==> config.mk <==
export PLATFORM = sky130hd
export DESIGN_NAME = ste_jagpad_flat
export DESIGN_NICKNAME = d
export VERILOG_FILES = /design/src/rtl/ste_jagpad_if.sv /design/src/rtl/ste_jagpad.sv /design/src/flat_wrapper.sv
export SDC_FILE = /design/constraint.sdc
export NUM_CORES = 1
export LEC_CHECK = 0
export BUFFER_PORTS_ARGS = -buffer_cell sky130_fd_sc_hd__buf_2
export CAP_MARGIN = 20
export CORE_ASPECT_RATIO = 0.8
export CORE_MARGIN = 2
export CORE_UTILIZATION = 55
export CTS_CLUSTER_DIAMETER = 150
export DETAILED_ROUTE_END_ITERATION = 10
export PLACE_DENSITY = 0.83
export SYNTH_ARGS = -nofsm -noshare
export SYNTH_HDL_FRONTEND = slang
export SYNTH_SLANG_ARGS = --single-unit
==> constraint.sdc <==
create_clock -name clk -period 9.7 [get_ports clk]
set_input_delay 2.425 -clock clk [delete_from_list [all_inputs] [get_ports clk]]
set_output_delay 2.425 -clock clk [all_outputs]
set_load 0.02 [all_outputs]
==> src/rtl/ste_jagpad_if.sv <==
// CPU register-bus bundle for the STE Jaguar-pad port block at $FF9200/$FF9202.
interface ste_jagpad_if;
  logic [15:0] din;
  logic        sel;
  logic [4:0]  addr;
  logic        uds;
  logic        lds;
  logic        rw;
  logic [15:0] dout;

  modport master (output din, sel, addr, uds, lds, rw, input dout);
  modport slave  (input din, sel, addr, uds, lds, rw, output dout);
endinterface

==> src/rtl/ste_jagpad.sv <==
// STE enhanced joystick port with Jaguar-pad matrix emulation for two 21-button pads.
// Optional button debounce is compiled in with `define STE_JAGPAD_DEBOUNCE_EN.
module ste_jagpad #(
  parameter int DB_PRESCALE = 10
) (
  input  logic          clk,
  input  logic          reset,
  input  logic          clk_en,
  ste_jagpad_if.slave   bus,
  input  logic [20:0]   joy_a,
  input  logic [20:0]   joy_b
);

  logic [7:0]  r_sel;
  logic [41:0] r_sync_p0;
  logic [41:0] r_sync_p1;
  logic [41:0] w_btn;
  logic [11:0] r_row_p2;
  logic        w_sel_wr;
  logic        w_unused;

  assign w_unused = ^{bus.uds, bus.din[15:8]};

  // Active-low {B1, B0, dir[3:0]} for one port; selected columns wired-AND together.
  function automatic logic [5:0] f_matrix(input logic [3:0] col_n, input logic [20:0] b);
    logic [5:0] r;
    r = '1;
    if (!col_n[0]) r &= ~{b[4], b[7], b[3],  b[2],  b[1],  b[0]};
    if (!col_n[1]) r &= ~{b[5], 1'b0, b[10], b[13], b[16], b[19]};
    if (!col_n[2]) r &= ~{b[6], 1'b0, b[11], b[14], b[17], b[9]};
    if (!col_n[3]) r &= ~{b[8], 1'b0, b[12], b[15], b[18], b[20]};
    return r;
  endfunction

  // Stage p0/p1: two-flop synchronizer, port B in the upper half
  always_ff @(posedge clk or posedge reset) begin
    if (reset) begin
      r_sync_p0 <= '0;
      r_sync_p1 <= '0;
    end else begin
      r_sync_p0 <= {joy_b, joy_a};
      r_sync_p1 <= r_sync_p0;
    end
  end

`ifdef STE_JAGPAD_DEBOUNCE_EN
  logic [DB_PRESCALE-1:0] r_presc;
  logic [41:0]            r_db;
  logic [1:0]             r_cnt [42];
  logic                   w_tick;

  assign w_tick = &r_presc;

  // A button must disagree on three consecutive ticks before it is accepted.
  always_ff @(posedge clk or posedge reset) begin
    if (reset) begin
      r_presc <= '0;
      r_db    <= '0;
      for (int i = 0; i < 42; i++) r_cnt[i] <= 2'd0;
    end else if (clk_en) begin
      r_presc <= r_presc + {{(DB_PRESCALE-1){1'b0}}, 1'b1};
      if (w_tick) begin
        for (int i = 0; i < 42; i++) begin
          if (r_sync_p1[i] != r_db[i]) begin
            if (r_cnt[i] == 2'd2) begin
              r_db[i]  <= r_sync_p1[i];
              r_cnt[i] <= 2'd0;
            end else begin
              r_cnt[i] <= r_cnt[i] + 2'd1;
            end
          end else begin
            r_cnt[i] <= 2'd0;
          end
        end
      end
    end
  end

  assign w_btn = r_db;
`else
  logic [DB_PRESCALE-1:0] w_unused_presc;
  assign w_unused_presc = '0;
  assign w_btn = r_sync_p1;
`endif

  assign w_sel_wr = bus.sel && !bus.rw && bus.lds && (bus.addr == 5'h01);

  // Stage p2: row register samples the matrix with the pre-write select value
  always_ff @(posedge clk or posedge reset) begin
    if (reset) begin
      r_sel    <= 8'hFF;
      r_row_p2 <= '1;
    end else if (clk_en) begin
      if (w_sel_wr) r_sel <= bus.din[7:0];
      r_row_p2 <= {f_matrix(r_sel[7:4], w_btn[41:21]), f_matrix(r_sel[3:0], w_btn[20:0])};
    end
  end

  always_comb begin
    bus.dout = 16'h0000;
    if (bus.sel && bus.rw) begin
      case (bus.addr)
        5'h00:   bus.dout = {12'hFFF, r_row_p2[11:10], r_row_p2[5:4]};
        5'h01:   bus.dout = {r_row_p2[9:6], r_row_p2[3:0], r_sel};
        default: bus.dout = 16'h0000;
      endcase
    end
  end

endmodule
==> src/flat_wrapper.sv <==
// flat-port wrapper written by rule: the top's interface ports become plain ports
module ste_jagpad_flat 
#(
  parameter int DB_PRESCALE = 10
)
  (clk, reset, clk_en, joy_a, joy_b, bus_din, bus_sel, bus_addr, bus_uds, bus_lds, bus_rw, bus_dout);
  ste_jagpad_if bus_i ();
  input  logic clk;
  input  logic reset;
  input  logic clk_en;
  input  logic [20:0] joy_a;
  input  logic [20:0] joy_b;
  input wire logic [$bits(bus_i.din)-1:0] bus_din;
  input wire logic [$bits(bus_i.sel)-1:0] bus_sel;
  input wire logic [$bits(bus_i.addr)-1:0] bus_addr;
  input wire logic [$bits(bus_i.uds)-1:0] bus_uds;
  input wire logic [$bits(bus_i.lds)-1:0] bus_lds;
  input wire logic [$bits(bus_i.rw)-1:0] bus_rw;
  output wire logic [$bits(bus_i.dout)-1:0] bus_dout;
  assign bus_i.din = bus_din;
  assign bus_i.sel = bus_sel;
  assign bus_i.addr = bus_addr;
  assign bus_i.uds = bus_uds;
  assign bus_i.lds = bus_lds;
  assign bus_i.rw = bus_rw;
  assign bus_dout = bus_i.dout;
  ste_jagpad #(.DB_PRESCALE(DB_PRESCALE)) u_core (.clk(clk), .reset(reset), .clk_en(clk_en), .bus(bus_i), .joy_a(joy_a), .joy_b(joy_b));
endmodule
==> flow_summary.toml, run 1 <==
[status]
status = "finished, final reports clean"

[timing]
hold_violations = 0
rsz0062_at_grt = "false"
tns_ns = 0
max_freq_mhz = 158
setup_viol = 0
hold_slack_ns = 0.357
tightestPinTransition_ns = 0.610
finClkSkew_ns = 0.00561
maxSlewHeadroom_pct = 59.4
slew_viol_final = 0
fin_crit_ns = 6.34
min_period_over_period_pct = 65.3

[clock_tree]
cts_setup_buffers = 0
clk_path_buf_depth = 2
hold_buffers = 0
cts_tree = "built"
cts_made_buffers = 9
cts_htree_levels = 3
root_buffer = "clkbuf_8"
clk_pin_slew_ns = 0.10
post_cts_resized = 0
clk_latency_ns = 0.36
cts_sinks = 104

[run]
drv_cap = 0

[floorplan]
coreArea_um2 = 5880
die_area_um2 = 6730
rows = 25
die_w_um = 91.2
initial_core_util_pct = 56.9
top_level_ports = 86
die_height_um = 73.8

[logic_synthesis]
netlist_instances = 214
synthFlopType = "dfrtp_1"
netlist_top_cells_count = "dfrtp_1 (84), a22oi_1 (20), dfstp_2 (20)"
syn-cell-area_um2 = 3350
ys_ff_latch = 104
yosysMostFrequentCell = "dfrtp_1"
synth_nets = 284
yosysSeqAreaShare_pct = 78.5
async_reset_ff_share_pct = 100
synth_top_cell_by_area = "dfrtp_1"
ys_top_cells_by_area = "dfrtp_1 (63%), dfstp_2 (16%), a22oi_1 (4.5%)"
ys_types = 20
avgSynthCellArea_um2 = 15.6
synth_enable_flop_cells = 0
yosys_warnings = 0
synth_top_area_share_pct = 62.8

[power]
p_leak_uw = 0.00185
powerDensity_nw_per_um2 = 192
ir_drop_mv = 0.120

[drt]
postRouteAntennaNets = 0
via_per_inst = 5.12
vias = 1952
drcViolationCount = 0
drtIter0Drc = 178
wire_per_inst_um = 15.9
dr.pass1.iters = 5
totalWireLength_um = 6050

[global_route]
track_usage_pct = 19.2
grt_pass1_wl_um = 9470
grt_pass1_vias = 1977
busiest_layer = "met2"
grt_start_max_net_pins = 54
grt_util_met2_pct = 30.8
grt_use_met1_pct = 25.2
antenna_found_initial = 1
met3_usage_pct = 6.77
grt.overflow.total = 0

[cells_and_area]
stdcell_count = 381
synthToLayoutAreaGrowth_pct = 20.0
final_util_pct = 68.3
drive_gt1_share_pct = 45.0
diodes = 0
nNetsFinal = 365

[worst_hold_path]
hold_class = "reg2reg"

[critical_path]
startpoint_type = "input port"
crit_type = "in2out"
critPathSlowestCell = "nand2b_1"
path_cells = "buf_2 -> nor4_4 -> buf_4 -> nand2b_1 -> a21oi_1 -> buf_2"
end_kind = "output pin"
cpLargestDelayFamily = "buffers and inverters"
crit_fanout = 22
ff2ff_setup_slack_ns = 8.48
cp_data_arrival_time_ns = 3.91
crit_path_frequent_cell = "buf_2"
cp_data_required_time_ns = 7.28
crit_buf_inv = 3
critPathMaxStageDelay_ns = 0.34

[placed_design]
portBuffers = 76
gp_congestion = 0.763
dp.cells = 365
post-dp-hpwl_um = 3920
flip-flops by register name, summed over array words and instances, names as in the netlist:
register / count
u_core.r_sync_p0: 42
u_core.r_sync_p1: 42
u_core.r_row_p2: 12
u_core.r_sel: 8
worst reg2reg max path, delay by kind of cell, from the launching register on:
kind	cells	cell delay [ns]
flops	1	0.56
compound gates	2	0.49
buf+inv	1	0.12
metal layers:
layer | part of all wire, % | vias up | routed length [um]
met3 | 7.2 | 8 | 436
met5 | 0.21 | - | 13
met1 | 43 | 955 | 2630
met4 | 1.0 | 2 | 61
li1 | - | 908 | -
met2 | 48 | 79 | 2910
final timing paths:
path | endpoint | cells after the start | startpoint
hold / removal | u_core.r_sync_p1[26] | 0 | u_core.r_sync_p0[26]
max in group asynchronous | u_core.r_sync_p0[33] | 3 | reset
setup reg to reg | u_core.r_row_p2[0] | 3 | u_core.r_sel[0]
setup / recovery | bus_dout[11] | 6 | bus_addr[4]
min in group asynchronous | u_core.r_sync_p0[0] | 2 | reset
hold reg to reg | u_core.r_sync_p1[26] | 0 | u_core.r_sync_p0[26]
cells in the final DEF, fill, tap and decap left out, drive strengths merged:
| cell type | n |
|---|---|
| nor4 | 1 |
| nand3b | 4 |
| nor2 | 2 |
| nand3 | 17 |
| clkinv | 1 |
| mux2 | 8 |
| a22oi | 20 |
| nor2b | 10 |
| a21oi | 16 |
| nand2 | 1 |
| a31oi | 2 |
| nand2b | 1 |
| dfstp | 20 |
| inv | 14 |
| a31o | 10 |
| and4b | 1 |
| clkbuf | 10 |
| buf | 78 |
| dfrtp | 84 |
area by class of cell:
cell class | instances | area (um^2)
Fill cell | 424 | 1860
Tap cell | 81 | 101
Inverter | 9 | 36.3
Clock inverter | 6 | 67.6
Timing Repair Buffer | 78 | 395
Multi-Input combinational cell | 93 | 652
Sequential cell | 104 | 2630
Clock buffer | 10 | 138
per-stage QoR:
stage / setup slack (ns) / instance area, um^2 / power [uW]
finish: 3.36 / 4020 / 770
global route: 3.27 / 4020 / 803
CTS: 3.38 / 4020 / 779
detailed placement: 3.39 / 3810 / 515
global placement: 3.43 / 3810 / 512
floorplan: 3.83 / 3350 / 493
cells by family after synthesis:
family	Yosys count	synth area share, %
buffers and inverters	17	2.02
AO/OA/AOI/OAI	48	9.87
AND/OR/NAND/NOR	37	6.92
flip-flops	104	78.5
multiplexers	8	2.69
power breakdown:
part / internal [uW] / switching, uW / leakage (uW)
Combinational: 16.8 / 24.3 / 0.000555
Clock: 110 / 154 / 0.000106
Sequential: 458 / 7.55 / 0.00119
Power figures use the tool's default switching activity.
==> inputs of run 2 (changes only) <==
- CORE_UTILIZATION: 55 -> 51
- PLACE_DENSITY: 0.83 -> 0.78
- clock period: 9.7 -> 6.6 ns (I/O delays scaled with it)
==> run 2 against run 1 <==
Against the previous run:
- global-route usage decreased by 2.0 points
- largest power group unchanged
- worst setup slack got worse by 1.5 ns
- core utilization decreased by 5.3 points
- critical path depth unchanged
- cell count increased by 0.79%
- via count decreased by 5.3%
- clock-buffer cell count increased by 1
- total power increased by 46%
- sequential power increased by 47%
- sequential share of layout area about the same
==> flow_summary.toml, run 2 (synthesis gave the netlist of run 1 again) <==
[drt]
vias = 1848
totalWireLength_um = 5550
drtIter0Drc = 118
drcViolationCount = 0
postRouteAntennaNets = 0
via_per_inst = 4.81
wire_per_inst_um = 14.5
dr.pass1.iters = 4

[worst_hold_path]
hold_class = "reg2reg"

[power]
cellInternalPower_uw = 883
p_switching_uw = 242
ir_drop_mv = 0.232
powerDensity_nw_per_um2 = 280
pwr-share-comb_pct = 5.3
p_leak_uw = 0.00184
switching_share_pct = 21.5
p_clk_share_pct = 34.0
seqPwrFrac_pct = 60.7

[timing]
min_period_over_period_pct = 72.3
tns_ns = 0
finClkSkew_ns = 0.00832
maxSlewHeadroom_pct = 58.8
rsz0062_at_grt = "false"
tightestPinTransition_ns = 0.618
hold_violations = 0
setup_viol = 0
max_freq_mhz = 210
fin_crit_ns = 4.77
slew_viol_final = 0

[clock_tree]
cts_setup_buffers = 0
hold_buffers = 0
cts_tree = "built"
root_buffer = "clkbuf_8"
cts_sinks = 104
clk_pin_slew_ns = 0.09
cts_htree_levels = 3
cts_made_buffers = 9
clk_latency_ns = 0.35
clk_path_buf_depth = 2
post_cts_resized = 0

[cells_and_area]
fill_cells = 508
stdcell_count = 384
diodes = 0
multi_input_area_um2 = 652
final_cell_mix = "dfrtp_1 (84), buf_2 (76), a22oi_1 (20), dfstp_2 (20)"
nNetsFinal = 365
mostFrequentLayoutCell = "dfrtp_1"
reg_top3 = "u_core.r_sync_p0: 42 flops, u_core.r_sync_p1: 42 flops, u_core.r_row_p2: 12 flops"
drive_gt1_share_pct = 44.7
regArea_um2 = 2630
synthToLayoutAreaGrowth_pct = 20.0

[status]
status = "finished, final reports clean"

[critical_path]
crit_type = "in2out"
path_cells = "buf_2 -> nor4_4 -> buf_4 -> nand2b_1 -> a21oi_1 -> buf_2"
crit_fanout = 22
cp_data_arrival_time_ns = 3.12
critPathSlowestCell = "nand2b_1"
startpoint_type = "input port"
cpLargestDelayFamily = "buffers and inverters"
cp_data_required_time_ns = 4.95
end_kind = "output pin"
ff2ff_setup_slack_ns = 5.35
critPathMaxStageDelay_ns = 0.31
crit_path_frequent_cell = "buf_2"
crit_buf_inv = 3

[floorplan]
rows = 26
coreArea_um2 = 6380
die_height_um = 76.5
die_area_um2 = 7230
top_level_ports = 86
die_w_um = 94.6
initial_core_util_pct = 52.5

[placed_design]
gp_congestion = 0.691
portBuffers = 76
dp.cells = 368
post-dp-hpwl_um = 3740

[global_route]
grt_pass1_vias = 1865
grt_pass1_wl_um = 9190
grt_start_max_net_pins = 54
track_usage_pct = 17.2
antenna_found_initial = 0
grt.overflow.total = 0

[run]
drv_cap = 0
[run 2: cell types whose count changed in the layout (fill, tap and decap cells not counted), sizes merged]
cell,change
bufinv,+1
clkbuf,+1
clkinv,+3
inv,-5
[run 2: layer usage]
layer | track usage [%] | part of all wire, % | up-vias
met1 | 26.3 | 48 | 873
met2 | 23.4 | 44 | 58
li1 | - | - | 909
met3 | 5.64 | 6.6 | 8
met4 | 6.09 | 1.1 | 0
met5 | 0 | 0 | -
[run 2: power groups by stage]
stage | Clock, uW | Combinational [uW] | Sequential [uW]
2_1_floorplan | 0 | 32.5 | 692
3_3_place_gp | 0 | 58.9 | 694
3_5_place_dp | 0 | 60.5 | 695
4_1_cts | 394 | 60.6 | 683
5_1_grt | 424 | 67.4 | 687
6_report | 383 | 59.3 | 683
[run 2: worst paths after layout]
path                                            from                    to  cells past startpoint
worst min-delay path            u_core.r_sync_p0[38]  u_core.r_sync_p1[38]                      0
max in group asynchronous                      reset  u_core.r_sync_p1[17]                      3
worst max register to register       u_core.r_sel[0]    u_core.r_row_p2[5]                      3
worst max-delay path                     bus_addr[4]           bus_dout[8]                      6
worst min register to register  u_core.r_sync_p0[38]  u_core.r_sync_p1[38]                      0
min in group asynchronous                      reset  u_core.r_sync_p0[29]                      2
[run 2: final cells by class]
class | count | area share, %
Tap cell | 84 | 2.62
Clock buffer | 11 | 3.52
Timing Repair Buffer | 78 | 9.85
Sequential cell | 104 | 65.4
Multi-Input combinational cell | 93 | 16.2
Clock inverter | 5 | 1.43
Inverter | 9 | 0.904
[run 2: stage by stage]
| step | setup slack [ns] | utilization (%) | hold WS, ns | area (um^2) | power, uW |
|---|---|---|---|---|---|
| floorplan | 2.25 | - | 0.331 | 3350 | 724 |
| global placement | 1.84 | 59.9 | 0.334 | 3820 | 753 |
| detailed placement | 1.82 | 59.9 | 0.335 | 3820 | 756 |
| CTS | 1.81 | 63.0 | 0.350 | 4020 | 1140 |
| global route | 1.74 | 63.0 | 0.349 | 4020 | 1180 |
| finish | 1.83 | 63.0 | 0.350 | 4020 | 1130 |
[run 2: worst reg2reg max path: cells and delay by family, from the launching register on]
| kind | cells | cell delay, ns |
|---|---|---|
| AO/OA/AOI/OAI | 2 | 0.53 |
| buffers and inverters | 1 | 0.11 |
| flip-flops | 1 | 0.56 |
==> inputs of run 3 (changes only) <==
- CORE_UTILIZATION: 51 -> 46
- PLACE_DENSITY: 0.78 -> 0.75
- clock period: 6.6 -> 4.1 ns (I/O delays scaled with it)
==> run 3 against run 2 <==
Against the previous run:
- via count up 4.0%
- largest cell class unchanged
- sequential share of layout area shrank 0.57 points
- critical path depth shrank 1
- largest power group unchanged
- total power increased by 61%
- combinational power increased by 67%
- cell count up 1.0%
- hold slack improved by 0.0076 ns
- critical path type unchanged
- global-route usage decreased by 0.42 points
- design area up 0.87%
- first-iteration DRC count fell by 54%
- clock power up 61%
- critical endpoint unchanged
- register-to-register slack worse by 2.4 ns
==> flow_summary.toml, run 3 (synthesis gave the netlist of run 1 again) <==
[critical_path]
r2r_cells = 3
end_kind = "output pin"
startpoint_type = "input port"
crit_path_start = "bus_addr[4]"
reg2reg_to = "u_core.r_row_p2[8]"
crit_fanout = 12
cp_data_required_time_ns = 3.07
ff2ff_setup_slack_ns = 2.98
cp_data_arrival_time_ns = 2.28
crit_type = "in2out"
r2r-start = "u_core.r_sel[4]"
endpoint = "bus_dout[8]"

[placed_design]
portBuffers = 76
post-dp-hpwl_um = 3850
place_ws_ns = 0.807
gp_congestion = 0.748
place_area_um2 = 3820
dp.cells = 371

[floorplan]
coreArea_um2 = 6960
die_height_um = 80.3
top_level_ports = 86
die_area_um2 = 7980
initial_core_util_pct = 48.1
rows = 27
die_w_um = 99.4

[cells_and_area]
synthToLayoutAreaGrowth_pct = 21.0
reg_top3 = "u_core.r_sync_p0: 42 flops, u_core.r_sync_p1: 42 flops, u_core.r_row_p2: 12 flops"
stdcell_count = 388
nNetsFinal = 366
mostFrequentLayoutCell = "dfrtp_1"
drive_gt1_share_pct = 45.2
final_cell_area_um2 = 4050
diodes = 0
fill_cells = 566
final_cell_mix = "dfrtp_1 (84), buf_2 (76), a22oi_1 (20), dfstp_2 (20)"
final_util_pct = 58.2
regArea_um2 = 2630
multi_input_area_um2 = 652

[power]
p_leak_uw = 0.00186
ir_drop_mv = 0.274
powerDensity_nw_per_um2 = 449

[clock_tree]
clk_pin_slew_ns = 0.10
clk_path_buf_depth = 2
cts_sinks = 104
clk_latency_ns = 0.36
root_buffer = "clkbuf_8"
post_cts_resized = 0
cts_made_buffers = 9
cts_htree_levels = 3
cts_tree = "built"
cts_setup_buffers = 0
hold_buffers = 0

[timing]
hold_violations = 0
max_freq_mhz = 303
setup_viol = 0
worst_slack_ns = 0.796
finClkSkew_ns = 0.00620
rsz0062_at_grt = "false"
tightestPinTransition_ns = 0.587
slew_viol_final = 0
min_period_over_period_pct = 80.6
fin_crit_ns = 3.30
tns_ns = 0
maxSlewHeadroom_pct = 60.8

[drt]
drtIter0Drc = 54
drcViolationCount = 0
postRouteAntennaNets = 0
via_per_inst = 4.95
wire_per_inst_um = 15.1
totalWireLength_um = 5860
dr.pass1.iters = 4
vias = 1921

[global_route]
track_usage_pct = 16.8
grt.overflow.total = 0
antenna_found_initial = 0
grt_start_max_net_pins = 97
grt_pass1_vias = 1973
grt_pass1_wl_um = 9920

[worst_hold_path]
hold_class = "reg2reg"

[run]
drv_cap = 0

[status]
status = "finished, final reports clean"
[run 3: cell count changes in the layout (fill, tap and decap cells not counted), sizes merged]
cell | previous run | this run
clkinv | 4 | 1
buf | 78 | 79
bufinv | 1 | 0
inv | 9 | 14
clkbuf | 11 | 10
[run 3: per-stage QoR]
step                power [uW]  hold slack, ns
finish                    1820           0.357
global route              1910           0.368
CTS                       1840           0.360
detailed placement        1220           0.336
global placement          1210           0.332
floorplan                 1170           0.331
[run 3: routing by layer]
metal / vias up / global-route usage (%) / wire, um
met5: - / 0 / 0
met2: 64 / 24.1 / 2640
met4: 0 / 5.75 / 116
li1: 912 / - / -
met3: 10 / 6.01 / 350
met1: 935 / 23.9 / 2750
[run 3: how the worst min path moves through the flow]
stage                                     from              endpoint  slack (ns)  cells after the start
after global placement    u_core.r_sync_p0[23]  u_core.r_sync_p1[23]        0.33                      0
final                      u_core.r_sync_p0[3]   u_core.r_sync_p1[3]        0.36                      0
after CTS                  u_core.r_sync_p0[5]   u_core.r_sync_p1[5]        0.36                      0
after global routing       u_core.r_sync_p0[1]   u_core.r_sync_p1[1]        0.37                      0
after floorplan            u_core.r_sync_p0[0]   u_core.r_sync_p1[0]        0.33                      0
after detailed placement  u_core.r_sync_p0[23]  u_core.r_sync_p1[23]        0.34                      0
[run 3: power by group]
group,internal [uW],total (uW),switching (uW)
clock,257,618,360
combinational,42.3,99.2,56.9
sequential,1080,1100,16.8
total,1380,1820,434
[run 3: area by class of cell]
| cell class | instances | share of cell area (%) |
|---|---|---|
| clock buffers | 10 | 3.40 |
| repair buffers | 79 | 10.4 |
| well taps | 87 | 2.69 |
| multi-input cells | 93 | 16.1 |
| flip-flops and latches | 104 | 64.9 |
| clock inverters | 6 | 1.61 |
| inverters | 9 | 0.896 |
[run 3: worst max-delay path, stage by stage]
cell and delay [ns]:
buf_2 0.11, nor4_4 0.27, nand2b_1 0.36, a21oi_1 0.30
buf_2 0.21
